## src/rtl/crc_frame_engine.sv

```systemverilog
// crc_frame_engine: multi-lane LFSR CRC engine with start/last framing.
// Define CRC_CHECK_EN to build the RX residue comparator driving crc_ok.
module crc_frame_engine #(
    parameter int          CRC_WIDTH  = 32,
    parameter int          DATA_WIDTH = 32,
    parameter logic [31:0] POLYNOMIAL = 32'h04C11DB7,
    parameter logic [31:0] SEED       = 32'hFFFFFFFF,
    parameter logic [31:0] XOROUT     = 32'hFFFFFFFF,
    parameter bit          REFLECT    = 1'b1,
    parameter logic [31:0] RESIDUE    = 32'hDEBB20E3
) (
    input  logic                    clk,
    input  logic                    reset,
    input  logic                    start,
    input  logic [DATA_WIDTH-1:0]   data_in,
    input  logic                    data_valid,
    input  logic [DATA_WIDTH/8-1:0] data_be,
    input  logic                    last,
    output logic [CRC_WIDTH-1:0]    crc_out,
    output logic                    crc_valid,
    output logic                    crc_ok,
    output logic                    busy,
    output logic                    err
);

    localparam int LANES = DATA_WIDTH / 8;
    localparam logic [CRC_WIDTH-1:0] POLY   = POLYNOMIAL[CRC_WIDTH-1:0];
    localparam logic [CRC_WIDTH-1:0] SEED_W = SEED[CRC_WIDTH-1:0];
    localparam logic [CRC_WIDTH-1:0] XOR_W  = XOROUT[CRC_WIDTH-1:0];

    typedef enum logic [1:0] {
        IDLE,
        ACTIVE,
        DONE
    } state_t;

    state_t state_q, state_d;

    logic [CRC_WIDTH-1:0] crc_q, crc_d;
    logic [CRC_WIDTH-1:0] base, folded;
    logic [LANES-1:0]     lane_en;
    logic                 run;
    logic                 noncontig;
    logic                 accept;
    logic                 err_q, err_d;

    function automatic logic [CRC_WIDTH-1:0] rev_crc(
        input logic [CRC_WIDTH-1:0] v
    );
        logic [CRC_WIDTH-1:0] r;
        for (int i = 0; i < CRC_WIDTH; i++) begin
            r[i] = v[CRC_WIDTH-1-i];
        end
        return r;
    endfunction

    // Register is kept MSB-first; reflected bytes are bit-swapped on entry.
    function automatic logic [CRC_WIDTH-1:0] fold_byte(
        input logic [CRC_WIDTH-1:0] c,
        input logic [7:0]           b
    );
        logic [CRC_WIDTH-1:0] r;
        logic [7:0]           bb;
        logic                 fb;
        for (int i = 0; i < 8; i++) begin
            bb[i] = REFLECT ? b[7-i] : b[i];
        end
        r = c;
        for (int i = 7; i >= 0; i--) begin
            fb = r[CRC_WIDTH-1] ^ bb[i];
            r  = {r[CRC_WIDTH-2:0], 1'b0};
            if (fb) begin
                r = r ^ POLY;
            end
        end
        return r;
    endfunction

    // Only the contiguous run of enables starting at lane 0 is honoured.
    always_comb begin
        lane_en = '0;
        run     = 1'b1;
        for (int i = 0; i < LANES; i++) begin
            run        = run & data_be[i];
            lane_en[i] = run;
        end
    end

    assign noncontig = (data_be != lane_en);
    assign accept    = data_valid && (start || state_q == ACTIVE);

    always_comb begin
        base   = start ? SEED_W : crc_q;
        folded = base;
        for (int i = 0; i < LANES; i++) begin
            if (lane_en[i]) begin
                folded = fold_byte(folded, data_in[8*i +: 8]);
            end
        end
        crc_d = accept ? folded : base;
    end

    always_comb begin
        state_d = state_q;
        err_d   = accept && noncontig;
        unique case (state_q)
            IDLE, DONE: begin
                if (start) begin
                    state_d = (data_valid && last) ? DONE : ACTIVE;
                end else begin
                    state_d = IDLE;
                    if (data_valid) begin
                        err_d = 1'b1;
                    end
                end
            end
            ACTIVE: begin
                if (start) begin
                    err_d = 1'b1;
                end
                if (data_valid && last) begin
                    state_d = DONE;
                end
            end
            default: state_d = IDLE;
        endcase
    end

    always_ff @(posedge clk) begin
        if (reset) begin
            state_q <= IDLE;
            crc_q   <= SEED_W;
            err_q   <= 1'b0;
        end else begin
            state_q <= state_d;
            crc_q   <= crc_d;
            err_q   <= err_d;
        end
    end

`ifdef CRC_CHECK_EN
    logic                 ok_q;
    logic [CRC_WIDTH-1:0] chk_view;

    // Residues are quoted in the algorithm's own bit order.
    assign chk_view = REFLECT ? rev_crc(crc_d) : crc_d;

    always_ff @(posedge clk) begin
        if (reset) begin
            ok_q <= 1'b0;
        end else begin
            ok_q <= (state_d == DONE) &&
                    (chk_view == RESIDUE[CRC_WIDTH-1:0]);
        end
    end

    assign crc_ok = ok_q;
`else
    assign crc_ok = 1'b0;
`endif

    assign crc_out   = (REFLECT ? rev_crc(crc_q) : crc_q) ^ XOR_W;
    assign crc_valid = (state_q == DONE);
    assign busy      = (state_q == ACTIVE);
    assign err       = err_q;

endmodule
```

## config.mk

```make
export PLATFORM = sky130hd
export DESIGN_NAME = crc_frame_engine
export DESIGN_NICKNAME = d
export VERILOG_FILES = /design/src/rtl/crc_frame_engine.sv
export SDC_FILE = /design/constraint.sdc
export NUM_CORES = 1
export LEC_CHECK = 0
export BUFFER_PORTS_ARGS = -buffer_cell sky130_fd_sc_hd__buf_2
export CORE_MARGIN = 2
export CORE_UTILIZATION = 37
export DETAILED_ROUTE_END_ITERATION = 8
export PLACE_DENSITY = 0.63
export SLEW_MARGIN = 20
export SYNTH_ARGS = -nofsm -noshare
export SYNTH_HDL_FRONTEND = slang
export SYNTH_SLANG_ARGS = --single-unit
```

## constraint.sdc

```tcl
create_clock -name clk -period 6.5 [get_ports clk]
set_input_delay 0.975 -clock clk [delete_from_list [all_inputs] [get_ports clk]]
set_output_delay 0.975 -clock clk [all_outputs]
set_load 0.005 [all_outputs]
```

==> run_results.csv <==
group,metric,value,unit
run_status,status,"finished clean",
floorplan,initial_core_util,37.4,%
critical_path,cp_max_fo,12,
global_route,grt_max_degree,42,
clock_network,ctsLongestPathBuffers,2,
timing,fin_setup_tns,0,ns
floorplan,die_w,152,um
detailed_routing,ant_nets,0,
final_layout,multiInputGateArea,6910,sq um
clock_network,clk_latency,0.28,ns
final_layout,drive_gt1_share,17.7,%
pwr,peakVddDrop,0.000167,V
floorplan,core,21700,sq um
global_route,grt_pass1_vias,7368,
clock_network,cts.sinks,35,
yosys,syn_avg_cell_area,7.80,sq um
final_layout,nFillCells,2228,
detailed_routing,detail_route.iter0.violations,892,
clock_network,cts_made_buffers,5,
critical_path,endpoint,"crc_q[14]",
yosys,yosys-top-cells-area,"xnor2_1 (18%), dfxtp_1 (8.6%), xnor3_1 (8.6%)",
timing,fin_skew,0.00420,ns
timing,drv_slew,0,
placed_design,dpl.hpwl,25000,um
timing,worstMarginPinSlew,0.922,ns
pwr,p_leak,3.81,nW
global_route,grt_first_pass_wirelength,45900,um
yosys,synth_area_leader_cell,"xnor2_1",
final_layout,num_antenna_cells,0,
clock_network,cts_setup_buffers,0,
clock_network,clk_pin_slew,0.05,ns
pwr,power.share.combinational,83.7,%
critical_path,crit_type,"primary input to flop",
timing,grt_setup_unrepaired,"false",
placed_design,numPortBuffers,75,
timing,period_needed,6.12,ns
detailed_routing,wl_per_cell,22.1,um
yosys,syn_nets,1081,
final_layout,nets,1147,
clock_network,cts_tree,"done",
timing,min_period_over_period,94.1,%
critical_path,required,6.66,ns
yosys,netlist_area,8120,sq um
pwr,pwr-share-seq,8.5,%
yosys,synth-seq-cells,35,
final_layout,fin_area,9050,sq um
clock_network,cts_hold_buf,0,
pwr,finalPower,0.00327,W
global_route,grt_antenna_before_repair,0,
pwr,powerDensity,361,nW/um^2
timing,finalHoldViolations,0,
critical_path,rrSetupSlack,0.56,ns
critical_path,cp-end-kind,"flop",
pwr,p_sw_share,49.3,%
critical_path,worstPathArrival,6.28,ns
critical_path,worst_r2r_path_depth,16,
floorplan,io_pins,77,
pwr,pwr-share-clk,7.7,%
clock_network,root_buffer,"clkbuf_16",
yosys,netlist_instances,1040,
flow_run,max_cap_violations,0,
critical_path,rr_endpoint,"crc_q[3]",
yosys,post-synth-top-count-cell,"xnor2_1",
yosys,async_flop_share,0,%
pwr,p_sw,0.00161,W
timing,max_freq,0.163,GHz
yosys,synth_top_cell_area_share,17.7,%
final_layout,syn2layout_area_growth,11.6,%
floorplan,rows,54,
clock_network,ctsHtreeMaxLevel,2,
floorplan,die_area,23100,sq um
yosys,synth_edf_count,0,
timing,setup_violations,0,
final_layout,ff_latch_area,701,sq um
clock_network,cts_resized,0,
timing,whs,0.563,ns
timing,slew_headroom,38.4,%
critical_path,setup.worst_path.start,"data_in[6]",
yosys,synth_warnings,0,
final_layout,post-route-util,41.8,%
min_path,holdCritPathClass,"flop to flop",
detailed_routing,wl,30600,um
global_route,overflow,0,
floorplan,die_y,152,um
yosys,synth_cell_types,94,
placed_design,dpl-instance-area,8900,sq um
placed_design,gp_congestion,0.959,
detailed_routing,drt-vias-per-instance,5.76,
yosys,synthTopCellsByCount,"xnor2_1 (164), nor2_1 (123), nand2_1 (80)",
critical_path,reg2reg_from,"crc_q[18]",
detailed_routing,num_vias,7995,
critical_path,crit_path_start_kind,"primary input",
global_route,grt_usage,25.6,%
yosys,ys_seq_area_share,8.63,%
yosys,synthFlopType,"dfxtp_1",
pwr,p_int,0.00166,W
detailed_routing,drt_pass1_iterations,5,
detailed_routing,drc_errors,0,
==> final cells by class <==
cell class	instances	area share (%)
clock buffers	8	1.73
multi-input cells	891	76.3
well taps	280	3.87
repair buffers	128	8.54
flip-flops and latches	35	7.74
inverters	45	1.87
==> per-layer routing <==
metal	track usage, %	share of wire, %	vias to the layer above
met5	0	0	-
met4	7.83	3.7	0
met3	3.05	7.8	60
met2	41.4	45	379
met1	35.9	43	3765
li1	-	-	3791
==> placed cells by master (no fill, tap or decap), drive strengths merged, types with 5 or more instances in the layout <==
master,instances
xnor2,177
buf,128
nor2,125
nand2,83
a21oi,65
xor2,61
o21ai,61
inv,44
dfxtp,35
xnor3,32
nor3,31
mux2i,23
a31oi,21
nand3,17
a211oi,15
o211ai,12
nand4,11
nand2b,9
and2,9
clkbuf,8
a2111oi,8
o21a,7
o22ai,7
or3,7
nor4,7
or2,6
xor3,5
a311oi,5
a311o,5
o32a,5
and3,5
==> worst min-delay path by stage <==
| stage | from | endpoint | slack (ns) | depth (start not counted) |
|---|---|---|---|---|
| 2_1_floorplan | crc_q[20] | crc_q[20] | 0.49 | 2 |
| 3_3_place_gp | crc_q[19] | crc_q[19] | 0.55 | 2 |
| 3_5_place_dp | crc_q[19] | crc_q[19] | 0.56 | 2 |
| 4_1_cts | crc_q[19] | crc_q[19] | 0.56 | 2 |
| 5_1_grt | crc_q[20] | crc_q[20] | 0.58 | 2 |
| 6_report | crc_q[19] | crc_q[19] | 0.56 | 2 |
==> sequential cells by signal (all words and copies together), names as in the netlist <==
register and count:
state_q 2, crc_q 32, err 1
==> power groups by stage <==
stage | combinational, W | sequential (W) | clock [W]
4_1_cts | 0.00269 | 0.000278 | 0.000250
3_3_place_gp | 0.00267 | 0.000283 | 0
6_report | 0.00274 | 0.000279 | 0.000252
3_5_place_dp | 0.00268 | 0.000283 | 0
2_1_floorplan | 0.00209 | 0.000256 | 0
5_1_grt | 0.00291 | 0.000280 | 0.000264
==> metrics by stage <==
stage | instances | setup WS (ns)
2_1_floorplan | 1040 | 0.712
3_5_place_dp | 1379 | 0.147
6_report | 1387 | 0.383
5_1_grt | 1387 | 0.118
3_3_place_gp | 1379 | 0.208
4_1_cts | 1387 | 0.427
==> critical path, stage by stage <==
cell and delay [ns]:
buf_2 0.15, xor2_1 0.34, nand3_1 0.42, a2111oi_1 0.70
a2111oi_4 0.14, nand2_4 0.16, xnor3_2 0.46, a21oi_4 0.30
xnor2_4 0.16, xnor2_2 0.39, mux2_4 0.35, a2111oi_4 0.39
xnor3_1 0.53, xnor3_1 0.29, a21oi_1 0.12, or3_1 0.41
==> kinds of logic (layout without fill, tap and decap cells) <==
family	after synthesis	after routing	share of synthesized area [%]
buffers and inverters	114	181	6.40
AOI/OAI and AO/OA	265	265	23.1
other	1	1	0.0462
xor gates and xnor gates	275	275	39.4
muxes	29	29	3.99
DFF	35	35	8.63
and+or+nand+nor	321	321	18.5
(Power assumes the default switching activity.)
